==> src/rtl/adc_block_averager.sv <==
// Block average/min/max/threshold of an unsigned sample stream; the results are read over OPB.
// Results, STATUS and BLOCK_CNT update one cycle after a block's last sample; there is no backpressure, so one sample per cycle is always accepted.
module adc_block_averager #(
    parameter int DATA_W   = 16,
    parameter int LOG2_MAX = 8
) (
    input  logic              OPB_CLK,
    input  logic              OPB_RST_N,
    input  logic              OPB_RE,
    input  logic              OPB_WE,
    input  logic [31:0]       OPB_ADDR,
    input  logic [31:0]       OPB_DI,
    output logic [31:0]       OPB_DO,
    input  logic              S_VALID,
    input  logic [DATA_W-1:0] S_DATA,
    output logic              AVG_IRQ
);

    localparam int ACC_W = DATA_W + LOG2_MAX;
    localparam int CNT_W = LOG2_MAX + 1;

    localparam logic [11:0] A_CTRL   = 12'h000;
    localparam logic [11:0] A_LOG2   = 12'h002;
    localparam logic [11:0] A_STATUS = 12'h004;
    localparam logic [11:0] A_AVG    = 12'h006;
    localparam logic [11:0] A_MIN    = 12'h008;
    localparam logic [11:0] A_MAX    = 12'h00A;
    localparam logic [11:0] A_THRESH = 12'h00C;
    localparam logic [11:0] A_BCNT   = 12'h00E;

    typedef enum logic [1:0] {S_IDLE, S_ACC, S_FIN} state_t;

    state_t            state_q, state_d;
    logic              enable_q, enable_d;
    logic              irq_en_q, irq_en_d;
    logic [3:0]        avg_log2_q, avg_log2_d;
    logic [3:0]        k_act_q, k_act_d;
    logic              result_valid_q, result_valid_d;
    logic              overrun_q, overrun_d;
    logic              over_thresh_q, over_thresh_d;
    logic [DATA_W-1:0] res_avg_q, res_avg_d;
    logic [DATA_W-1:0] res_min_q, res_min_d;
    logic [DATA_W-1:0] res_max_q, res_max_d;
    logic [DATA_W-1:0] thresh_q, thresh_d;
    logic [15:0]       block_cnt_q, block_cnt_d;
    logic [ACC_W-1:0]  acc_q, acc_d;
    logic [CNT_W-1:0]  cnt_q, cnt_d;
    logic [DATA_W-1:0] min_q, min_d;
    logic [DATA_W-1:0] max_q, max_d;
    logic [31:0]       opb_do_q, opb_do_d;

    logic [11:0]       addr;
    logic              wr_ctrl, wr_log2, wr_status, wr_thresh, clear;
    logic              busy, fin, start_blk;
    logic [CNT_W-1:0]  blk_last;
    logic [DATA_W-1:0] avg_val;
    logic              unused_addr;

    assign addr        = OPB_ADDR[11:0];
    assign unused_addr = ^OPB_ADDR[31:12];
    assign wr_ctrl     = OPB_WE && (addr == A_CTRL);
    assign wr_log2     = OPB_WE && (addr == A_LOG2);
    assign wr_status   = OPB_WE && (addr == A_STATUS);
    assign wr_thresh   = OPB_WE && (addr == A_THRESH);
    assign clear       = wr_ctrl && OPB_DI[1];
    assign busy        = (state_q != S_IDLE);
    assign blk_last    = (CNT_W'(1) << k_act_q) - CNT_W'(1);
    assign avg_val     = DATA_W'(acc_q >> k_act_q);

    always_comb begin
        state_d        = state_q;
        enable_d       = enable_q;
        irq_en_d       = irq_en_q;
        avg_log2_d     = avg_log2_q;
        k_act_d        = k_act_q;
        result_valid_d = result_valid_q;
        overrun_d      = overrun_q;
        over_thresh_d  = over_thresh_q;
        res_avg_d      = res_avg_q;
        res_min_d      = res_min_q;
        res_max_d      = res_max_q;
        thresh_d       = thresh_q;
        block_cnt_d    = block_cnt_q;
        acc_d          = acc_q;
        cnt_d          = cnt_q;
        min_d          = min_q;
        max_d          = max_q;
        opb_do_d       = opb_do_q;
        fin            = 1'b0;
        start_blk      = 1'b0;

        if (wr_ctrl) begin
            enable_d = OPB_DI[0];
            irq_en_d = OPB_DI[2];
        end
        if (wr_log2) begin
            avg_log2_d = (OPB_DI > 32'(LOG2_MAX)) ? 4'(LOG2_MAX) : OPB_DI[3:0];
        end
        if (wr_thresh) begin
            thresh_d = OPB_DI[DATA_W-1:0];
        end
        if (wr_status) begin
            result_valid_d = result_valid_q & ~OPB_DI[1];
            overrun_d      = overrun_q      & ~OPB_DI[2];
            over_thresh_d  = over_thresh_q  & ~OPB_DI[3];
        end

        case (state_q)
            S_IDLE: begin
                acc_d     = '0;
                cnt_d     = '0;
                min_d     = '1;
                max_d     = '0;
                start_blk = enable_q;
            end
            S_ACC: begin
                if (!enable_q) begin
                    state_d = S_IDLE;
                end else if (S_VALID) begin
                    acc_d = acc_q + ACC_W'(S_DATA);
                    cnt_d = cnt_q + CNT_W'(1);
                    if (S_DATA < min_q) min_d = S_DATA;
                    if (S_DATA > max_q) max_d = S_DATA;
                    if (cnt_q == blk_last) state_d = S_FIN;
                end
            end
            S_FIN: begin
                fin       = 1'b1;
                state_d   = S_IDLE;
                start_blk = enable_q;
            end
            default: state_d = S_IDLE;
        endcase

        // Status sets are applied after the W1C so a completing block always wins.
        if (fin) begin
            res_avg_d      = avg_val;
            res_min_d      = min_q;
            res_max_d      = max_q;
            block_cnt_d    = block_cnt_q + 16'd1;
            if (avg_val > thresh_q) over_thresh_d = 1'b1;
            if (result_valid_q)     overrun_d     = 1'b1;
            result_valid_d = 1'b1;
        end

        // A new block opens on the same cycle a sample may arrive, so that sample is its first.
        if (start_blk) begin
            k_act_d = avg_log2_q;
            state_d = S_ACC;
            acc_d   = '0;
            cnt_d   = '0;
            min_d   = '1;
            max_d   = '0;
            if (S_VALID) begin
                acc_d = ACC_W'(S_DATA);
                cnt_d = CNT_W'(1);
                min_d = S_DATA;
                max_d = S_DATA;
                if (avg_log2_q == 4'd0) state_d = S_FIN;
            end
        end

        if (clear) begin
            state_d        = S_IDLE;
            acc_d          = '0;
            cnt_d          = '0;
            min_d          = '1;
            max_d          = '0;
            result_valid_d = 1'b0;
            overrun_d      = 1'b0;
            over_thresh_d  = 1'b0;
            block_cnt_d    = 16'd0;
            res_avg_d      = res_avg_q;
            res_min_d      = res_min_q;
            res_max_d      = res_max_q;
        end

        if (OPB_RE) begin
            case (addr)
                A_CTRL:   opb_do_d = {29'd0, irq_en_q, 1'b0, enable_q};
                A_LOG2:   opb_do_d = 32'(avg_log2_q);
                A_STATUS: opb_do_d = {28'd0, over_thresh_q, overrun_q, result_valid_q, busy};
                A_AVG:    opb_do_d = 32'(res_avg_q);
                A_MIN:    opb_do_d = 32'(res_min_q);
                A_MAX:    opb_do_d = 32'(res_max_q);
                A_THRESH: opb_do_d = 32'(thresh_q);
                A_BCNT:   opb_do_d = 32'(block_cnt_q);
                default:  opb_do_d = 32'd0;
            endcase
        end
    end

    always_ff @(posedge OPB_CLK) begin
        if (!OPB_RST_N) begin
            state_q        <= S_IDLE;
            enable_q       <= 1'b0;
            irq_en_q       <= 1'b0;
            avg_log2_q     <= 4'd4;
            k_act_q        <= 4'd4;
            result_valid_q <= 1'b0;
            overrun_q      <= 1'b0;
            over_thresh_q  <= 1'b0;
            res_avg_q      <= '0;
            res_min_q      <= '0;
            res_max_q      <= '0;
            thresh_q       <= '1;
            block_cnt_q    <= 16'd0;
            acc_q          <= '0;
            cnt_q          <= '0;
            min_q          <= '1;
            max_q          <= '0;
            opb_do_q       <= 32'd0;
        end else begin
            state_q        <= state_d;
            enable_q       <= enable_d;
            irq_en_q       <= irq_en_d;
            avg_log2_q     <= avg_log2_d;
            k_act_q        <= k_act_d;
            result_valid_q <= result_valid_d;
            overrun_q      <= overrun_d;
            over_thresh_q  <= over_thresh_d;
            res_avg_q      <= res_avg_d;
            res_min_q      <= res_min_d;
            res_max_q      <= res_max_d;
            thresh_q       <= thresh_d;
            block_cnt_q    <= block_cnt_d;
            acc_q          <= acc_d;
            cnt_q          <= cnt_d;
            min_q          <= min_d;
            max_q          <= max_d;
            opb_do_q       <= opb_do_d;
        end
    end

    assign OPB_DO  = opb_do_q;
    assign AVG_IRQ = irq_en_q & result_valid_q;

endmodule
==> config.mk <==
export PLATFORM = sky130hd
export DESIGN_NAME = adc_block_averager
export DESIGN_NICKNAME = d
export VERILOG_FILES = /design/src/rtl/adc_block_averager.sv
export SDC_FILE = /design/constraint.sdc
export NUM_CORES = 1
export LEC_CHECK = 0
export ABC_AREA = 1
export CAP_MARGIN = 10
export CELL_PAD_IN_SITES_DETAIL_PLACEMENT = 1
export CELL_PAD_IN_SITES_GLOBAL_PLACEMENT = 1
export CORE_ASPECT_RATIO = 1.75
export CORE_MARGIN = 2
export CORE_UTILIZATION = 41
export CTS_CLUSTER_SIZE = 25
export DETAILED_ROUTE_END_ITERATION = 12
export HOLD_SLACK_MARGIN = 0.12
export PLACE_DENSITY = 0.88
export SYNTH_ARGS = -nofsm -noshare
export SYNTH_HDL_FRONTEND = slang
export SYNTH_SLANG_ARGS = --single-unit
==> constraint.sdc <==
create_clock -name OPB_CLK -period 2.6 [get_ports OPB_CLK]
set_clock_uncertainty 0.2 [all_clocks]
set_input_delay 0.52 -clock OPB_CLK [delete_from_list [all_inputs] [get_ports OPB_CLK]]
set_output_delay 0.52 -clock OPB_CLK [all_outputs]
set_load 0.05 [all_outputs]
; ---- Yosys cells after proc, flatten, opt, wreduce, memory -nomap -nowiden
; Index checks and enable logic that the tools add are counted.
; Widths: inputs -> output; s select.
[totals]
ff_bits = 192
latch_bits = 0
mem_bits_rw = 0
mem_bits_ro = 0
in_bits = 85
elab_cells = 113
n_memories = 0
[op_classes]
n_addsub = 4
multipliers = 0
div_mod_pow = 0
n_lt_le_gt_ge = 4
n_eq_ne = 17
n_shift = 2
muxes = 41
bitwise = 9
reduce_logical = 18
[ops]
columns = cell, n
row1 = $mux 16, 11
row2 = $pmux 16 s8, 1
row3 = $mux 24, 3
row4 = $pmux 16 s2, 2
row5 = $eq 12x4->1 const B, 4
row6 = $pmux 24 s2, 1
row7 = $gt 16x16->1, 2
row8 = $gt 32x4->1 const B, 1
row9 = $mux 9, 3
row10 = $add 24x16->24, 1
row11 = $eq 12x3->1 const B, 2
row12 = $shr 24x4->16, 1
row13 = $pmux 9 s2, 1
row14 = $add 16x1->16 const B, 1
row15 = $lt 16x16->1, 1
row16 = $eq 12x2->1 const B, 1
row17 = $logic_not 12->1, 1
row18 = $mux 2, 6
row19 = $ne 3x3->1 const B, 4
row20 = $mux 1, 11
row21 = $add 9x1->9 const B, 1
row22 = $eq 9x9->1, 1
row23 = $shl 1x4->9 const A, 1
row24 = $sub 9x2->9 const B, 1
row25 = other kinds (17), 33

; ---- Depth between registers and ports, before layout
[depth]
depth_word = 8
mapped_depth = 20

; ---- Least setup slack after synthesis
; OpenSTA, ideal clock, no wires.
[synth_path]
path_kind = register to register
startpoint = register k_act_q[0]
endpoint = register over_thresh_q
setup_ns = 0.119
t_arrival_ns = 2.031
t_required_ns = 2.281
path_slack_ns = 0.250
stages_incl_launch_ff = 17
n_path_buf = 2
period_less_slack_ns = 2.350
path_cell_list = dfxtp_1 -> buf_2 -> clkbuf_1 -> nand2_1 -> o21ai_0 -> mux2i_1 -> or2_2 -> nand3_1 -> ha_1 -> nand2_1 -> inv_1 -> nand2_1 -> nand3_1 -> a21oi_1 -> nand2_1 -> nand2_1 -> a21oi_1
[synth_between]
elab_chain_cells = 4
[synth_lines]
columns = element, line_no
row1 = start: declaration, 37  ; logic [3:0] k_act_q, k_act_d;
row2 = start signal: assignment, 218  ; k_act_q <= k_act_d;
row3 = $shr 24x4->16, 68  ; assign avg_val = DATA_W'(acc_q >> k_act_q);
row4 = named net avg_val[10], 56  ; logic [DATA_W-1:0] avg_val;
row5 = $gt 16x16->1, 141  ; if (avg_val > thresh_q) over_thresh_d = 1'b1;
row6 = $mux 1, 141
row7 = $mux 1, 136  ; if (fin) begin
row8 = end signal: assignment, 221  ; over_thresh_q <= over_thresh_d;
row9 = end: declaration, 40  ; logic over_thresh_q, over_thresh_d;
; The timed path passes the listed nets, and every way through them passes these cells.
; A chain may end at the register's enable or synchronous reset.

; ---- Final worst setup path
; Same ends and word-level chain as after synthesis.

==> flow_summary.json <==
{
  "final_core_util_pct": 52.6,
  "cts-root-buf": "clkbuf_16",
  "clock_latency_ps": 470,
  "track_usage_pct": 32.5,
  "wl_per_cell_um": 20.4,
  "num_rows": 80,
  "cts_tree": "built",
  "start_util_pct": 41.7,
  "setup_viol": 0,
  "timing.final.crit_share_pct": 99.7,
  "required_ps": 2800,
  "area_delta_synth_final_pct": 26.1,
  "outcome": "finished, final reports clean",
  "holdBufCountCts": 0,
  "hold_class": "reg -> reg",
  "first_pass_iters": 5,
  "placed_cells": 2293,
  "cap_violations": 0,
  "synthAdderAreaFrac_pct": 7.45,
  "route.detailed.drc": 0,
  "synthCells": 1781,
  "clk_pin_slew_ps": 70,
  "via_count": 13300,
  "cts.sinks": 176,
  "grt_pass1_vias": 14200,
  "hold_viol": 0,
  "whs_ps": 270,
  "syn_area_sq_mm": 0.0113,
  "yosys.cell_types.count": 45,
  "power_density_mw_per_mm2": 419,
  "antenna_found_initial": 0,
  "drt_first_iter_violations": 731,
  "ys_warn_count": 0,
  "cts-htree-levels": 4,
  "num-nets-final": 2100,
  "numCtsBuffers": 17,
  "place.gp.congestion": 0.952,
  "peakVddDrop_mv": 0.499,
  "final_common_cell": "nand2_1",
  "antenna_left": 0,
  "yosysTopAreaCell": "dfxtp_1",
  "clock.fmax_mhz": 386,
  "grt_first_pass_wirelength_um": 73100,
  "wirelength_um": 47500,
  "grt_max_degree": 73,
  "slew_violations": 0,
  "power.leakage_uw": 0.00665,
  "synthTopCellsByArea": "dfxtp_1, nand2_1, nand3_1",
  "slew_headroom_pct": 59.1,
  "placeableCoreArea_sq_mm": 0.0272,
  "syn-mean-instance-area_sq_um": 6.37,
  "muxShareOfSynthArea_pct": 0.265,
  "crit_type": "reg -> reg",
  "nFillCells": 3680,
  "register_area_sq_mm": 0.00353,
  "synthXorXnorAreaFrac_pct": 1.00,
  "die_w_um": 130,
  "min_period_ps": 2590,
  "finalNonFillerCells": 2330,
  "io_buffers": 81,
  "crit_path_end_kind": "flip-flop",
  "final_layout_size_suffix_gt1_share_pct": 12.7,
  "synth_compound_area_share_pct": 16.1,
  "cp_data_arrival_time_ps": 2790,
  "dieArea_sq_mm": 0.0291,
  "worst_setup_path_start_kind": "flip-flop",
  "tightest_slew_ps": 610,
  "yosysTopAreaCellShare_pct": 31.1,
  "rsz0062_at_grt": "yes",
  "synthSimpleGateAreaFrac_pct": 34.2,
  "multiInputGateArea_sq_mm": 0.00693,
  "stdcell_area_sq_mm": 0.0143,
  "layout_common_cells": "nand2_1, nand3_1, nor2_1",
  "viasPerCell": 5.71,
  "dp_hpwl_um": 35300,
  "cp_max_fo": 7,
  "antenna_cells": 0,
  "clockBufferDepth": 2,
  "synth_top_family_by_area": "simple AND/OR/NAND/NOR gates",
  "overflow": 0,
  "placed_area_sq_mm": 0.0134,
  "die_height_um": 224,
  "ys_ff_latch": 176,
  "ios": 118,
  "ys_seq_area_share_pct": 31.1
}
[routing by layer]
layer  vias up  global-route usage [%]  share of wire, %  wire (um)
li1       6198                       -                 -          -
met1      6387                    31.2                34      16200
met2       484                    58.9                52      24700
met3       225                    4.75               4.4       2110
met4         0                    28.1               9.4       4480
met5         -                       0                 0          0
[area by class of cell]
cell class,instances,area share (%)
Tap cell,369,3.23
Timing Repair Buffer,226,14.5
Clock inverter,13,1.21
Multi-Input combinational cell,1346,48.4
Sequential cell,176,24.7
Clock buffer,19,3.17
Inverter,181,4.79
[what timing repair did]
| item | in CTS | in global routing |
|---|---|---|
| gates cloned | 0 | 2 |
| resized for setup | 24 | 51 |
| setup buffers | 0 | 3 |
| endpoints found under the setup margin | 2 | 33 |
| pin swaps | 2 | 13 |
[worst max-delay path: stages (launching register included)]
cell and delay (ps):
dfxtp_4 390, clkbuf_16 170, nand2_2 60, nand2_2 60
o21a_1 210, nand2_1 60, o21ai_0 70, buf_4 160
nand2_1 70, nand3_2 120, ha_4 300, nand2_1 80
o21ai_1 130, nand2_1 90, nand3_2 60, nand2_1 50
nand2_1 70, nand2_2 60, a21oi_2 120
[state kept, by name, indices dropped and copies added, names as in the netlist, 9 cells and up]
name	flops
cnt_q	9
max_q	16
thresh_q	16
OPB_DO	16
res_min_q	16
acc_q	24
res_avg_q	16
min_q	16
res_max_q	16
block_cnt_q	16
[cell usage after synthesis, drive strengths merged]
master	number
xnor2	5
o22ai	3
nor3b	2
mux2i	3
o21a	6
and3	1
buf	47
nor3	7
xor2	8
o211ai	15
nand3	226
inv	177
a22oi	4
nand2	437
a21oi	158
and2	1
o21bai	4
a31oi	3
nand3b	5
conb	1
nor2	191
fa	1
nand4	23
a221oi	5
dfxtp	176
clkinv	4
o21ai	141
or2	5
ha	66
o31ai	2
nor4	8
clkbuf	46
[per-stage QoR]
step,power (uW),worst slack [ps],setup TNS [ps]
after floorplan,3000,250,0
after global placement,3240,-271,-12050
after detailed placement,3250,-363,-19140
after CTS,5980,5.82,0
after global routing,6130,-122,-129
final,5990,6.74,0
[where the power goes]
part / internal, uW / switching, uW
logic: 204 / 306
clock network: 1500 / 1280
registers: 2690 / 0.185
total: 4400 / 1590
[kinds of logic after synthesis]
logic type,Yosys count
simple gates,906
mux,3
fa+ha+maj,67
xor+xnor,13
compound gates,341
flops,176
other cells,1
buf+inv,274
[final timing paths]
path	to	cells past startpoint	startpoint	slack [ps]
setup reg to reg	over_thresh_q	18	k_act_q[0]	7
hold / removal	OPB_DO[0]	2	OPB_DO[0]	270
setup / recovery	over_thresh_q	18	k_act_q[0]	7
hold reg to reg	OPB_DO[0]	2	OPB_DO[0]	270
Power figures use the tool's default switching activity.
==> patch: new RTL, config.mk and constraints unchanged <==
Add an input register stage for `OPB_DI`, without a reset; this delays it by one clock. The other inputs are not delayed to match.
--- a/src/rtl/adc_block_averager.sv
+++ b/src/rtl/adc_block_averager.sv
@@ -29,6 +29,12 @@
     localparam logic [11:0] A_BCNT   = 12'h00E;
 
     typedef enum logic [1:0] {S_IDLE, S_ACC, S_FIN} state_t;
+
+    logic [31:0] OPB_DI_q;
+
+    always_ff @(posedge OPB_CLK) begin
+        OPB_DI_q <= OPB_DI;
+    end
 
     state_t            state_q, state_d;
     logic              enable_q, enable_d;
@@ -62,7 +68,7 @@
     assign wr_log2     = OPB_WE && (addr == A_LOG2);
     assign wr_status   = OPB_WE && (addr == A_STATUS);
     assign wr_thresh   = OPB_WE && (addr == A_THRESH);
-    assign clear       = wr_ctrl && OPB_DI[1];
+    assign clear       = wr_ctrl && OPB_DI_q[1];
     assign busy        = (state_q != S_IDLE);
     assign blk_last    = (CNT_W'(1) << k_act_q) - CNT_W'(1);
     assign avg_val     = DATA_W'(acc_q >> k_act_q);
@@ -90,19 +96,19 @@
         start_blk      = 1'b0;
 
         if (wr_ctrl) begin
-            enable_d = OPB_DI[0];
-            irq_en_d = OPB_DI[2];
+            enable_d = OPB_DI_q[0];
+            irq_en_d = OPB_DI_q[2];
         end
         if (wr_log2) begin
-            avg_log2_d = (OPB_DI > 32'(LOG2_MAX)) ? 4'(LOG2_MAX) : OPB_DI[3:0];
+            avg_log2_d = (OPB_DI_q > 32'(LOG2_MAX)) ? 4'(LOG2_MAX) : OPB_DI_q[3:0];
         end
         if (wr_thresh) begin
-            thresh_d = OPB_DI[DATA_W-1:0];
+            thresh_d = OPB_DI_q[DATA_W-1:0];
         end
         if (wr_status) begin
-            result_valid_d = result_valid_q & ~OPB_DI[1];
-            overrun_d      = overrun_q      & ~OPB_DI[2];
-            over_thresh_d  = over_thresh_q  & ~OPB_DI[3];
+            result_valid_d = result_valid_q & ~OPB_DI_q[1];
+            overrun_d      = overrun_q      & ~OPB_DI_q[2];
+            over_thresh_d  = over_thresh_q  & ~OPB_DI_q[3];
         end
 
         case (state_q)
Formal check against the unedited RTL: not equivalent (Yosys sat finds a counterexample within 4 cycles, from zero or initial values and one cycle with OPB_RST_N low).
==> patch against the unedited design <==
Sequential cell count increased by 32. Worst setup slack improved by 0.033 ns. Cell count increased by 1.6%. Area after synthesis increased by 6.1%. Design area increased by 3.9%. Critical path depth decreased by 15. Via count increased by 0.35%. Worst hold slack got worse by 0.13 ns. Non-clock buffer count unchanged. Register-to-register slack improved by 0.06 ns. Wire length increased by 0.88%. Power increased by 15%.
==> patch: results (changes against the unedited design) <==
yosys:
  synthTopCellsByCount: "nand2_1, dfxtp_1, nand3_1"  # was nand2_1, nand3_1, nor2_1
  synth.distinct_cells: 48  # was 45
  avgSynthCellArea_sq_um: 6.70  # was 6.37 sq um
  synth.top_cells.by_area: "dfxtp_1, nand2_1, nand3_1"  # unchanged
  synth-xor-area-share_pct: 1.09  # was 1.00%
placed_design:
  postPlaceCellArea_sq_um: 14000  # was 13,400 sq um
  gp_congestion: 0.946  # was 0.952
  place_hpwl_microns: 35700  # was 35,300 microns
worst_setup_path:
  cp_top_family: "buffers and inverters"  # was simple AND/OR/NAND/NOR gates
  endpoint: "AVG_IRQ"  # was over_thresh_q$_SDFF_PP0_
  worstPathArrival_ns: 1.84  # was 2.79 ns
  critPathMaxStageDelay_ns: 0.78  # was 0.39 ns
  r2r_slack_ns: 0.07  # was 0.007 ns
  cp-startpoint: "result_valid_q$_SDFFE_PP0P_"  # was k_act_q[0]$_SDFFE_PN0P_
  rr_worst_depth: 19  # was 18
global_route:
  met3_usage_pct: 4.02  # was 4.75%
  grtUsageTotal_pct: 31.0  # was 32.5%
  grt_pass1_vias: 14400  # was 14,200
  antenna_found_initial: 1  # was 0
route:
  drt_wl_total_microns: 47900  # was 47,500 microns
  viasPerCell: 5.64  # was 5.71
  highest_layer: "met5"  # was met4
clock_tree:
  cts_resized: 11  # was 24
  h-tree-depth: 1  # was 4
min_path:
  hp-class: "in -> reg"  # was reg -> reg
final_layout:
  final_util_pct: 51.1  # was 52.6%
  n_fill_cell: 3810  # was 3,680
run_status:
  status: "finished, final reports clean"  # unchanged
timing:
  post-route-min-period_ns: 2.56  # was 2.59 ns
  relSlewSlack_pct: 58.1  # was 59.1%
power_and_ir_drop:
  pg_clk_mw: 3.15  # was 2.79 mW
patch: cell type report:
cell class              count  share of cell area, %
multi-input cells        1331                   46.1
flip-flops and latches    208                   28.0
repair buffers            226                   13.5
inverters                 183                   4.64
clock buffers              28                   3.85
well taps                 382                   3.22
clock inverters             9                  0.724
patch: worst min path at each step:
stage	start	to	slack, ns	cells after the start
4_1_cts	OPB_RST_N	res_max_q[5]$_SDFFE_PN0P_	0.13	3
6_report	OPB_RST_N	res_max_q[5]$_SDFFE_PN0P_	0.14	3
5_1_grt	OPB_RST_N	res_max_q[6]$_SDFFE_PN0P_	0.16	3
3_3_place_gp	thresh_q[13]$_SDFFE_PN1P_	thresh_q[13]$_SDFFE_PN1P_	0.24	2
2_1_floorplan	thresh_q[13]$_SDFFE_PN1P_	thresh_q[13]$_SDFFE_PN1P_	0.23	2
3_5_place_dp	thresh_q[13]$_SDFFE_PN1P_	thresh_q[13]$_SDFFE_PN1P_	0.26	2
